`config.mk`:
```
export PLATFORM = sky130hd
export DESIGN_NAME = num_rom_arb
export DESIGN_NICKNAME = d
export VERILOG_FILES = /design/src/rtl/num_rom_arb_pkg.sv /design/src/rtl/num_rom_rsp_pipe.sv /design/src/rtl/num_rom_arb.sv
export SDC_FILE = /design/constraint.sdc
export NUM_CORES = 1
export LEC_CHECK = 0
export BUFFER_PORTS_ARGS = -buffer_cell sky130_fd_sc_hd__buf_2
export CAP_MARGIN = 20
export CELL_PAD_IN_SITES_DETAIL_PLACEMENT = 0
export CELL_PAD_IN_SITES_GLOBAL_PLACEMENT = 1
export CORE_AREA = 2 2 64 66
export DETAILED_ROUTE_END_ITERATION = 7
export DIE_AREA = 0 0 66 68
export PLACE_DENSITY = 0.8
export SLEW_MARGIN = 20
export SYNTH_ARGS = -nofsm -noshare
export SYNTH_HDL_FRONTEND = slang
export SYNTH_SLANG_ARGS = --single-unit
```
`constraint.sdc`:
```
create_clock -name clk -period 2.92 [get_ports clk]
set_clock_uncertainty 0.05 [all_clocks]
set_input_delay 0.146 -clock clk [delete_from_list [all_inputs] [get_ports clk]]
set_output_delay 0.146 -clock clk [all_outputs]
set_load 0.01 [all_outputs]
```
`src/rtl/num_rom_arb_pkg.sv`:
```
// Shared types and defaults for the num_rom two-port read arbiter.
// Latency: none (types and constants only).
// Backpressure: none (types and constants only).
package num_rom_arb_pkg;

    localparam int DEF_ADDR_WIDTH = 10;
    localparam int DEF_DATA_WIDTH = 24;

    // Arbiter ownership state: free, or locked to one requester for a burst
    typedef enum logic [1:0] {
        IDLE = 2'd0,
        OWN0 = 2'd1,
        OWN1 = 2'd2
    } arb_state_t;

    // Requester identity carried alongside each read in flight
    typedef logic req_id_t;

endpackage

```
`src/rtl/num_rom_rsp_pipe.sv`:
```
// Delay line carrying valid + requester id alongside the num_rom read.
// Latency: DEPTH cycles from in_vld to out_vld.
// Backpressure: none; one entry may enter every cycle and nothing stalls.
module num_rom_rsp_pipe
    import num_rom_arb_pkg::*;
#(
    parameter int DEPTH = 1
) (
    input  logic    clk,
    input  logic    tb_rst,
    input  logic    in_vld,
    input  req_id_t in_id,
    output logic    out_vld,
    output req_id_t out_id
);

    logic [DEPTH-1:0]    vld_q;
    req_id_t [DEPTH-1:0] id_q;

    // Shift the tag one stage per cycle; reset empties every stage
    always_ff @(posedge clk or posedge tb_rst) begin
        if (tb_rst) begin
            vld_q <= '0;
            id_q  <= '0;
        end else begin
            vld_q[0] <= in_vld;
            id_q[0]  <= in_id;
            for (int i = 1; i < DEPTH; i++) begin
                vld_q[i] <= vld_q[i-1];
                id_q[i]  <= id_q[i-1];
            end
        end
    end

    assign out_vld = vld_q[DEPTH-1];
    assign out_id  = id_q[DEPTH-1];

endmodule

```
`src/rtl/num_rom_arb.sv`:
```
// Two-requester burst arbiter in front of the single num_rom read port.
// Latency: address combinational in the accept cycle; rspN_valid ROM_LAT cycles later.
// Backpressure: reqN_ready low while the other port owns a burst or loses IDLE arbitration.
// Optional statistics counters are built when NUM_ROM_ARB_STATS_EN is defined.
module num_rom_arb
    import num_rom_arb_pkg::*;
#(
    parameter int ADDR_WIDTH = DEF_ADDR_WIDTH,
    parameter int DATA_WIDTH = DEF_DATA_WIDTH,
    parameter int ROM_LAT    = 1    // 1 = unregistered ROM output, 2 = output-registered
) (
    input  logic                  clk,
    input  logic                  tb_rst,
    input  logic                  req0_valid,
    input  logic [ADDR_WIDTH-1:0] req0_addr,
    input  logic                  req0_last,
    output logic                  req0_ready,
    input  logic                  req1_valid,
    input  logic [ADDR_WIDTH-1:0] req1_addr,
    input  logic                  req1_last,
    output logic                  req1_ready,
    output logic                  rsp0_valid,
    output logic                  rsp1_valid,
    output logic [DATA_WIDTH-1:0] rsp_data,
    output logic [ADDR_WIDTH-1:0] rom_addr,
    input  logic [DATA_WIDTH-1:0] rom_rd_data
`ifdef NUM_ROM_ARB_STATS_EN
    ,
    output logic [15:0]           stat_beats0,
    output logic [15:0]           stat_beats1,
    output logic [15:0]           stat_stall
`endif
);

    arb_state_t            state_q, state_d;
    req_id_t               ptr_q, ptr_d;     // port favoured when both ask in IDLE
    logic [ADDR_WIDTH-1:0] addr_q;
    logic                  acc0, acc1, acc_vld;
    req_id_t               acc_id;
    logic                  pipe_vld;
    req_id_t               pipe_id;

    // Grant in IDLE (same cycle), lock to the owner until its last beat is accepted
    always_comb begin
        state_d    = state_q;
        ptr_d      = ptr_q;
        req0_ready = 1'b0;
        req1_ready = 1'b0;
        case (state_q)
            IDLE: begin
                if (req0_valid && (!req1_valid || ptr_q == 1'b0)) begin
                    req0_ready = 1'b1;
                end else if (req1_valid) begin
                    req1_ready = 1'b1;
                end
            end
            OWN0:    req0_ready = 1'b1;
            OWN1:    req1_ready = 1'b1;
            default: state_d = IDLE;
        endcase
        acc0 = req0_valid & req0_ready;
        acc1 = req1_valid & req1_ready;
        if (acc0) begin
            state_d = req0_last ? IDLE : OWN0;
            if (req0_last) ptr_d = 1'b1;
        end else if (acc1) begin
            state_d = req1_last ? IDLE : OWN1;
            if (req1_last) ptr_d = 1'b0;
        end
    end

    assign acc_vld = acc0 | acc1;
    assign acc_id  = acc1;
    assign rom_addr = acc1 ? req1_addr : (acc0 ? req0_addr : addr_q);

    // State, round-robin pointer and held address registers
    always_ff @(posedge clk or posedge tb_rst) begin
        if (tb_rst) begin
            state_q <= IDLE;
            ptr_q   <= 1'b0;
            addr_q  <= '0;
        end else begin
            state_q <= state_d;
            ptr_q   <= ptr_d;
            if (acc_vld) addr_q <= rom_addr;
        end
    end

    num_rom_rsp_pipe #(
        .DEPTH (ROM_LAT)
    ) u_rsp_pipe (
        .clk     (clk),
        .tb_rst  (tb_rst),
        .in_vld  (acc_vld),
        .in_id   (acc_id),
        .out_vld (pipe_vld),
        .out_id  (pipe_id)
    );

    assign rsp0_valid = pipe_vld & (pipe_id == 1'b0);
    assign rsp1_valid = pipe_vld & (pipe_id == 1'b1);
    assign rsp_data   = rom_rd_data;

`ifdef NUM_ROM_ARB_STATS_EN
    logic stall;
    assign stall = (req0_valid & ~req0_ready) | (req1_valid & ~req1_ready);

    // Saturating accepted-beat and stall-cycle counters
    always_ff @(posedge clk or posedge tb_rst) begin
        if (tb_rst) begin
            stat_beats0 <= '0;
            stat_beats1 <= '0;
            stat_stall  <= '0;
        end else begin
            if (acc0 && stat_beats0 != 16'hFFFF) stat_beats0 <= stat_beats0 + 16'd1;
            if (acc1 && stat_beats1 != 16'hFFFF) stat_beats1 <= stat_beats1 + 16'd1;
            if (stall && stat_stall != 16'hFFFF) stat_stall <= stat_stall + 16'd1;
        end
    end
`else
    // No statistics logic in this build.
`endif

endmodule
```
==> results_dict.tcl, run 1 <==
set metrics [dict create \
    r2r_slack_ps 1180 \
    hold_depth 2 \
    critPathLaunch "state_q[1]" \
    grt_max_degree 22 \
    dieArea_um2 4488 \
    viasPerCell 5.057 \
    drtAntennaViolNets 0 \
    syn_nets 144 \
    placed_area_um2 1055 \
    timing.setup.tns_ps 0 \
    gp_congestion 0.6653 \
    clk_pin_slew_worst_paths_ps 60 \
    wl_per_cell_um 15.25 \
    cp-start-kind "register" \
    ctsResizeCount 0 \
    vias 804 \
    synthDominantCellAreaShare_pct 36.90 \
    tightest_slew_ps 565.4 \
    post-route-cell-area_um2 1110 \
    htree_num_levels 1 \
    p_per_area_nw_per_um2 823.5 \
    firstDrtPassIters 4 \
    io_pins 88 \
    setup_viol 0 \
    grt_setup_unrepaired "no" \
    synth_cells 94 \
    syn_area_um2 1017 \
    nets 160 \
    synth-main-ff-cell "dfrtp_1" \
    critPathArrivalTime_ps 2000 \
    synth_edf_count 0 \
    crit_fanout 14 \
    clock_latency_ps 250 \
    crit_slowest_cell "dfrtp_1" \
    core_area_um2 3856 \
    synthTopCellsByCount "26 x buf_4, 20 x a221o_1, 15 x dfrtp_1" \
    cp_num_buf_inv 2 \
    grtUsageTotal_pct 11.10 \
    fmax_mhz 455.8 \
    cts_root_buf "clkbuf_8" \
    min_period_ps 2194 \
    drv_slew 0 \
    hold_buffers 1 \
    ff2ff_path_depth 4 \
    async_reset_ff_share_pct 100.0 \
    antenna_found_initial 0 \
    cts.sinks 15 \
    synth-seq-cells 15 \
    r2r_end "addr_q[8]" \
    diodes 0 \
    ir_worst_vdd_mv 0.2551 \
    grt_pass1_wl_mm 3.822 \
    ys_seq_area_share_pct 36.90 \
    p_leak_uw 0.0005176 \
    yosysMostFrequentCell "buf_4" \
    start_util_pct 26.38 \
    postCtsSetupBuffers 0 \
    hpwl_mm 1.903 \
    synth_area_leaders "dfrtp_1 37%, a221o_1 20%, buf_4 19%" \
    syn_avg_cell_area_um2 10.82 \
    period_share_pct 75.14 \
    route.detailed.drc 0 \
    dieWidth_um 66 \
    yosys.area.top_type "dfrtp_1" \
    synth.distinct_cells 19 \
    cts_buffers 3 \
    end_kind "output pin" \
    crit_family "compound AO/OA/AOI/OAI gates" \
    synthToLayoutAreaGrowth_pct 9.102 \
    grt_pass1_vias 852 \
    routed_wl_mm 2.424 \
    hold_ws_ps 42.75 \
    layout-drive-gt1-share_pct 44.04 \
    rows 23 \
    finalHoldViolations 0 \
    status "finished clean" \
    drv_cap 0 \
    clock_path_buffers 2 \
    path_cells "nor2b_4, a21boi_2, buf_4, a221o_1, buf_2" \
    maxSlewHeadroom_pct 62.27 \
    globalRouteOverflowTotal 0 \
    cts_tree "done" \
    min_to "state_q[0]" \
    drt-initial-drc-count 30 \
    slowest_delay_ps 430 \
    required_ps 2720 \
    reg2reg_from "state_q[1]" \
    die_h_um 68 \
    min_from "req0_last" \
    hold_class "primary input to register" \
    synth_warnings 0 \
    portBuffers 39 \
    crit_type "register to output pin" \
]
area by class of cell:
type | count | area (um2)
fillers | 417 | 2746
multi-input cells | 47 | 406.6
flip-flops and latches | 15 | 375.4
repair buffers | 41 | 212.7
well taps | 50 | 62.56
clock buffers | 4 | 45.04
inverters | 2 | 7.507
registers in the layout (all words and copies together) (netlist names):
| register | count |
|---|---|
| state_q | 2 |
| u_rsp_pipe.out_vld | 1 |
| addr_q | 10 |
| ptr_q | 1 |
| u_rsp_pipe.out_id | 1 |
worst max-delay path by stage:
stage / endpoint / slack, ps / depth (start not counted)
final: rom_addr[3] / 730 / 5
after global placement: rom_addr[3] / 1070 / 5
after CTS: rom_addr[3] / 720 / 5
after global routing: rom_addr[3] / 590 / 5
after floorplan: rom_addr[0] / 1560 / 4
after detailed placement: rom_addr[3] / 1000 / 5
where the power goes:
| part | switching [uW] | internal [uW] | leakage, uW |
|---|---|---|---|
| Clock | 69.2 | 96.6 | 0.0000228 |
| Sequential | 40.5 | 284 | 0.000183 |
| Combinational | 215 | 208 | 0.000312 |
| Total | 325 | 589 | 0.000518 |
cells by family after synthesis:
logic type,count (synthesis),synth area share (%)
buffers and inverters,32,23.12
AOI/OAI and AO/OA,28,26.20
and+or+nand+nor,19,13.78
DFF,15,36.90
metrics by stage:
| stage | setup WS [ps] | cells | power, uW | util, % |
|---|---|---|---|---|
| after floorplan | 1561 | 94 | 666.6 | - |
| after global placement | 1066 | 154 | 739.6 | 27.35 |
| after detailed placement | 1003 | 154 | 755.1 | 27.35 |
| after CTS | 715.9 | 159 | 929.6 | 28.78 |
| after global routing | 589.6 | 159 | 984.1 | 28.78 |
| final | 726.0 | 159 | 914.0 | 28.78 |
cells in the final DEF, fill, tap and decap left out, drive strengths merged:
master,netlist,layout
inv,2,2
a21oi,3,3
dlygate4sd3,0,1
clkbuf,0,4
nor2,2,2
a21boi,2,2
dfrtp,15,15
and2,1,1
nor3b,10,10
a31oi,1,1
a221o,20,20
or2,1,1
nor2b,3,3
a211oi,2,2
nand2,1,1
buf,30,40
or2b,1,1
per-layer routing:
| metal | GRT usage, % | share of wire [%] |
|---|---|---|
| met5 | 0 | 0 |
| met4 | 4.082 | 2.9 |
| met3 | 4.770 | 11 |
| met2 | 19.32 | 48 |
| met1 | 12.10 | 38 |
(Power assumes the default switching activity.)
==> inputs of run 2 (changes only) <==
--- a/config.mk
+++ b/config.mk
@@ -5,14 +5,15 @@
 export SDC_FILE = /design/constraint.sdc
 export NUM_CORES = 1
 export LEC_CHECK = 0
+export ABC_AREA = 1
 export BUFFER_PORTS_ARGS = -buffer_cell sky130_fd_sc_hd__buf_2
 export CAP_MARGIN = 20
 export CELL_PAD_IN_SITES_DETAIL_PLACEMENT = 0
 export CELL_PAD_IN_SITES_GLOBAL_PLACEMENT = 1
-export CORE_AREA = 2 2 64 66
+export CORE_AREA = 2 2 72 74
 export DETAILED_ROUTE_END_ITERATION = 7
-export DIE_AREA = 0 0 66 68
-export PLACE_DENSITY = 0.8
+export DIE_AREA = 0 0 74 76
+export PLACE_DENSITY = 0.69
 export SLEW_MARGIN = 20
 export SYNTH_ARGS = -nofsm -noshare
 export SYNTH_HDL_FRONTEND = slang
==> constraint.sdc (replaced) <==
create_clock -name clk -period 1.87 [get_ports clk]
set_clock_uncertainty 0.05 [all_clocks]
set_input_delay 0.0935 -clock clk [delete_from_list [all_inputs] [get_ports clk]]
set_output_delay 0.0935 -clock clk [all_outputs]
set_load 0.01 [all_outputs]
==> run 2 against run 1 <==
Critical path depth rose by 3. Hold slack worse by 32 ps. Sequential power up 59%. First-iteration DRC count down 67%. Die area up 25%. Clock-buffer cell count did not move. Combinational power grew 75%.
==> results_dict.tcl, run 2 <==
set metrics [dict create \
    hold_depth 2 \
    synth_xor_area_share_pct 0 \
    synth_cells 123 \
    drt-initial-drc-count 10 \
    r2r_slack_ps 570 \
    clk_pin_slew_worst_paths_ps 60 \
    syn_area_um2 925.9 \
    crit_family "simple AND/OR/NAND/NOR gates" \
    crit_fanout 11 \
    layout_common_cells "42 x nand2_1, 39 x buf_2, 22 x nand3_1" \
    synth-simple-area-share_pct 33.11 \
    grt_setup_unrepaired "no" \
    firstDrtPassIters 4 \
    drv_cap 0 \
    min_from "req1_last" \
    syn_avg_cell_area_um2 7.528 \
    power_uw 1525 \
    async_reset_ff_share_pct 100.0 \
    post-route-cell-area_um2 1070 \
    nets 192 \
    end_kind "output pin" \
    synth-compound-area-share_pct 0.6757 \
    hpwl_mm 1.576 \
    routed_wl_mm 2.065 \
    ff2ff_path_depth 9 \
    rows 26 \
    synthToLayoutAreaGrowth_pct 15.54 \
    grtUsageTotal_pct 8.153 \
    antenna_found_initial 0 \
    synth-seq-cells 15 \
    postCtsSetupBuffers 0 \
    synth_area_leaders "dfrtp_1 41%, buf_4 19%, nand2_1 17%" \
    crit_type "register to output pin" \
    ys_seq_area_share_pct 40.54 \
    synthDominantCellAreaShare_pct 40.54 \
    min_period_ps 1643 \
    core_area_um2 4912 \
    viasPerCell 3.559 \
    cp.depth 8 \
    synthTopCellsByCount "42 x nand2_1, 24 x buf_4, 22 x nand3_1" \
    start_util_pct 18.85 \
    slowest_delay_ps 380 \
    dieArea_um2 5624 \
    post-place-ws_ps 421.4 \
    largestRegisters "addr_q x10, state_q x2" \
    grt_pass1_wl_mm 3.443 \
    fmax_mhz 608.5 \
    layout-drive-gt1-share_pct 34.75 \
    route.detailed.drc 0 \
    cp_num_buf_inv 3 \
    synth_fa_ha_area_share_pct 0 \
    synth_edf_count 0 \
    tightest_slew_ps 601.3 \
    reg2reg_from "ptr_q" \
    htree_num_levels 1 \
    gp_congestion 0.6957 \
    io_pins 88 \
    setup_viol 0 \
    cts.sinks 15 \
    p_leak_uw 0.0006166 \
    synth_top_family_by_area "simple AND/OR/NAND/NOR gates" \
    synth_warnings 0 \
    path_cells "inv_1, nand3_1, nand2_2, nand2_2, inv_2, nand2_1, nand3_1, buf_2" \
    cts_buffers 3 \
    grt_pass1_vias 738 \
    required_ps 1730 \
    nFillCells 573 \
    place_inst 206 \
    yosysMostFrequentCell "nand2_1" \
    synth-main-ff-cell "dfrtp_1" \
    min_to "state_q[1]" \
    synth.distinct_cells 13 \
    wl_per_cell_um 9.787 \
    drtAntennaViolNets 0 \
    layout_setup_ws_ps 226.6 \
    drv_slew 0 \
    mostFrequentLayoutCell "nand2_1" \
    r2r_end "ptr_q" \
    hold_class "primary input to register" \
    regMostFlops "addr_q" \
    status "finished clean" \
    ir_worst_vdd_mv 0.3461 \
    period_share_pct 87.88 \
    p_per_area_nw_per_um2 1426 \
    crit_slowest_cell "dfrtp_1" \
    clock_latency_ps 240 \
    grt_max_degree 16 \
    clock_path_buffers 2 \
    die_h_um 76 \
    cts_root_buf "clkbuf_8" \
    yosys.area.top_type "dfrtp_1" \
    synth_mux_area_share_pct 0 \
    finalHoldViolations 0 \
    placed_area_um2 1012 \
    dieWidth_um 74 \
    cp-start-kind "register" \
    cts_tree "done" \
    maxSlewHeadroom_pct 59.87 \
    vias 751 \
    critPathArrivalTime_ps 1500 \
    portBuffers 39 \
    largest_reg_flops 10 \
    timing.setup.tns_ps 0 \
    syn_nets 173 \
    diodes 0 \
    stdcell_count 211 \
    globalRouteOverflowTotal 0 \
]
[run 2: changes by cell type after synthesis, moves of 6 or more]
cell	change
a221o_1	-20
inv_1	+6
nand2_1	+41
nand3_1	+22
nor3b_1	-10
[run 2: metal layers]
metal	vias to the layer above	share of wire, %	track usage (%)	wire length (um)
met3	2	7.0	1.984	144
met1	327	47	11.02	961
li1	397	-	-	-
met2	25	45	11.70	932
met4	0	1.3	4.545	27
met5	-	0	0	0
[run 2: cells by family (layout without fill, tap and decap cells)]
kind of cell | count (synthesis) | after routing
buffers and inverters | 37 | 55
AO/OA/AOI/OAI | 1 | 1
flip-flops | 15 | 15
AND/OR/NAND/NOR | 70 | 70
[run 2: how the worst max path moves through the flow]
stage / start / endpoint / slack [ps]
floorplan: ptr_q / rom_addr[0] / 650
global placement: ptr_q / rom_addr[8] / 420
detailed placement: ptr_q / rom_addr[1] / 420
CTS: ptr_q / rom_addr[1] / 150
global route: ptr_q / rom_addr[8] / 40
finish: state_q[0] / rom_addr[1] / 230
[run 2: repair_timing]
item	4_1_cts	5_1_grt
endpoints found under the hold margin	15	0
resized for setup	0	1
setup endpoints to repair	0	8
hold buffers	1	0
[run 2: power by group]
part	switching, uW	internal (uW)
Clock	113	151
Combinational	462	281
Sequential	45.1	473
[run 2: cell type report]
class	instances	area [um2]	area share (%)
repair buffers	40	205.2	19.18
clock buffers	4	45.04	4.211
inverters	11	43.79	4.094
flip-flops and latches	15	375.4	35.09
multi-input cells	71	312.8	29.24
well taps	70	87.58	8.187
[run 2: metrics by stage]
step                hold slack [ps]  util (%)
detailed placement            137.1     20.61
CTS                           5.987     21.73
finish                        10.60     21.78
global placement              137.1     20.61
global route                  26.12     21.78
floorplan                    -55.02         -
[run 2: worst register-to-register path, stage by stage (launching register included)]
cell and delay [ps]:
dfrtp_1 370, nand2_1 60, nand2_1 60, nand2_1 80
nand3_2 110, inv_2 220, nand2_1 110, nand3_1 90
nand2_1 50, nand2_1 50
==> inputs of run 3 (changes only) <==
--- a/config.mk
+++ b/config.mk
@@ -13,7 +13,7 @@
 export CORE_AREA = 2 2 72 74
 export DETAILED_ROUTE_END_ITERATION = 7
 export DIE_AREA = 0 0 74 76
-export PLACE_DENSITY = 0.69
+export PLACE_DENSITY_LB_ADDON = 0.25
 export SLEW_MARGIN = 20
 export SYNTH_ARGS = -nofsm -noshare
 export SYNTH_HDL_FRONTEND = slang
==> constraint.sdc (replaced) <==
create_clock -name clk -period 1.87 [get_ports clk]
set_clock_uncertainty 0.05 [all_clocks]
set_input_delay 0.187 -clock clk [delete_from_list [all_inputs] [get_ports clk]]
set_output_delay 0.187 -clock clk [all_outputs]
set_load 0.01 [all_outputs]
==> run 3 against run 2 <==
Clock power hardly changed. Design area is 2.6% higher. Total power is 3.2% higher. Combinational power is 6.3% higher. Core utilization is 0.56 points higher. Register-to-register slack better by 20 ps. Clock-buffer cell count stayed put. Critical path type unchanged. Largest cell class unchanged. Largest power group unchanged.
==> results_dict.tcl, run 3 (synthesis gave the netlist of run 2 again) <==
set metrics [dict create \
    path_cells "nand2_1, nand2_1, nand3_1, nand2_2, nand2_4, nand2_4, clkinv_4, nand2_1, nand3_1, buf_2" \
    layout_common_cells "41 x nand2_1, 39 x buf_2, 22 x nand3_1" \
    utilization_pct 22.34 \
    rows 26 \
    largest_reg_flops 10 \
    crit_slowest_cell "dfrtp_1" \
    min_period_ps 1715 \
    firstDrtPassIters 4 \
    end_kind "output pin" \
    hold_depth 3 \
    power_switching_uw 654.0 \
    p_comb_share_pct 50.2 \
    dieWidth_um 74 \
    ff2ff_path_depth 9 \
    cts_tree "done" \
    globalRouteOverflowTotal 0 \
    io_pins 88 \
    reg2reg_from "ptr_q" \
    fmax_mhz 583.0 \
    vias 785 \
    timing.setup.tns_ps 0 \
    die_h_um 76 \
    cts.sinks 15 \
    min_from "req0_last" \
    critPathArrivalTime_ps 1480 \
    cpMostUsedCell "nand2_1" \
    clk_pin_slew_worst_paths_ps 60 \
    setup_viol 0 \
    htree_num_levels 1 \
    grt_setup_unrepaired "yes" \
    grt_max_degree 16 \
    gp_congestion 0.6839 \
    crit_fanout 10 \
    cts_buffers 3 \
    regMostFlops "addr_q" \
    nets 192 \
    hold_class "primary input to register" \
    portBuffers 39 \
    antenna_found_initial 0 \
    largestRegisters "addr_q x10, state_q x2" \
    grt_pass1_vias 758 \
    switching_share_pct 41.54 \
    clock_latency_ps 240 \
    route.detailed.drc 0 \
    drv_cap 0 \
    multi_input_area_um2 332.8 \
    maxSlewHeadroom_pct 60.31 \
    post-place-ws_ps 339.1 \
    period_share_pct 91.72 \
    layout-drive-gt1-share_pct 36.17 \
    wl_per_cell_um 10.68 \
    cts_root_buf "clkbuf_8" \
    grt_pass1_wl_mm 3.615 \
    seqPwrFrac_pct 33.2 \
    clock_path_buffers 2 \
    slowest_delay_ps 350 \
    ir_worst_vdd_mv 0.3810 \
    drv_slew 0 \
    nFillCells 570 \
    min_to "ptr_q" \
    cp-start-kind "register" \
    p_per_area_nw_per_um2 1435 \
    p_leak_uw 0.0006240 \
    viasPerCell 3.720 \
    start_util_pct 18.85 \
    status "finished clean" \
    tightest_slew_ps 594.7 \
    r2r_slack_ps 590 \
    drt-initial-drc-count 35 \
    layout_setup_ws_ps 154.8 \
    regArea_um2 375.4 \
    internal-power_uw 920.4 \
    core_area_um2 4912 \
    diodes 0 \
    synthToLayoutAreaGrowth_pct 18.51 \
    power.share.clock_pct 16.6 \
    finalHoldViolations 0 \
    r2r_end "addr_q[7]" \
    dieArea_um2 5624 \
    routed_wl_mm 2.253 \
    grtUsageTotal_pct 8.202 \
    mostFrequentLayoutCell "nand2_1" \
    drtAntennaViolNets 0 \
    crit_type "register to output pin" \
    hpwl_mm 1.752 \
    required_ps 1630 \
]
run 3: cell count changes in the layout (fill, tap and decap cells not counted), sizes merged:
cell,before,now
inv,11,10
clkinv,0,1
run 3: metal layers:
| layer | GRT usage (%) | part of all wire (%) | wire length [um] | up-vias |
|---|---|---|---|---|
| li1 | - | - | - | 396 |
| met1 | 10.34 | 43 | 970 | 350 |
| met2 | 12.95 | 47 | 1069 | 37 |
| met3 | 3.042 | 9.1 | 205 | 2 |
| met4 | 2.364 | 0.36 | 8 | 0 |
| met5 | 0 | 0 | 0 | - |
run 3: worst max path at each step:
stage          cells past startpoint  slack, ps   from     endpoint
6_report                          10        150  ptr_q  rom_addr[0]
2_1_floorplan                      9        560  ptr_q  rom_addr[0]
5_1_grt                           10        -20  ptr_q  rom_addr[6]
4_1_cts                           10         60  ptr_q  rom_addr[7]
3_5_place_dp                      10        340  ptr_q  rom_addr[7]
3_3_place_gp                      10        390  ptr_q  rom_addr[5]
run 3: layout make-up:
| class | count | share of cell area (%) |
|---|---|---|
| sequential | 15 | 34.21 |
| tap | 70 | 7.982 |
| multi-input combinational | 71 | 30.33 |
| inverter | 11 | 4.675 |
| timing repair buffer | 40 | 18.70 |
| clock buffer | 4 | 4.105 |
run 3: critical path, delay by kind of cell (launching register included):
kind | cells | cell delay (ps)
simple gates | 8 | 650
flops | 1 | 350
buf+inv | 2 | 230
run 3: power by group through the flow:
stage	sequential [uW]	combinational [uW]	clock, uW
finish	523	790	262
global route	538	914	290
CTS	523	769	277
detailed placement	528	765	0
global placement	527	757	0
floorplan	515	549	0
run 3: repair_timing:
action | 4_1_cts | 5_1_grt
hold buffers | 1 | 0
buffers inserted | 0 | 0
hold endpoints to repair | 15 | 0
resized for setup | 0 | 10
setup endpoints to repair | 0 | 10
run 3: stage by stage:
step | hold WS (ps) | power, uW | cell area (um2) | std cells
6_report | 107.4 | 1574 | 1097 | 211
5_1_grt | 121.2 | 1741 | 1097 | 211
4_1_cts | 100.5 | 1568 | 1067 | 211
3_5_place_dp | 247.4 | 1294 | 1012 | 206
3_3_place_gp | 230.2 | 1285 | 1012 | 206
2_1_floorplan | 38.48 | 1063 | 925.9 | 123
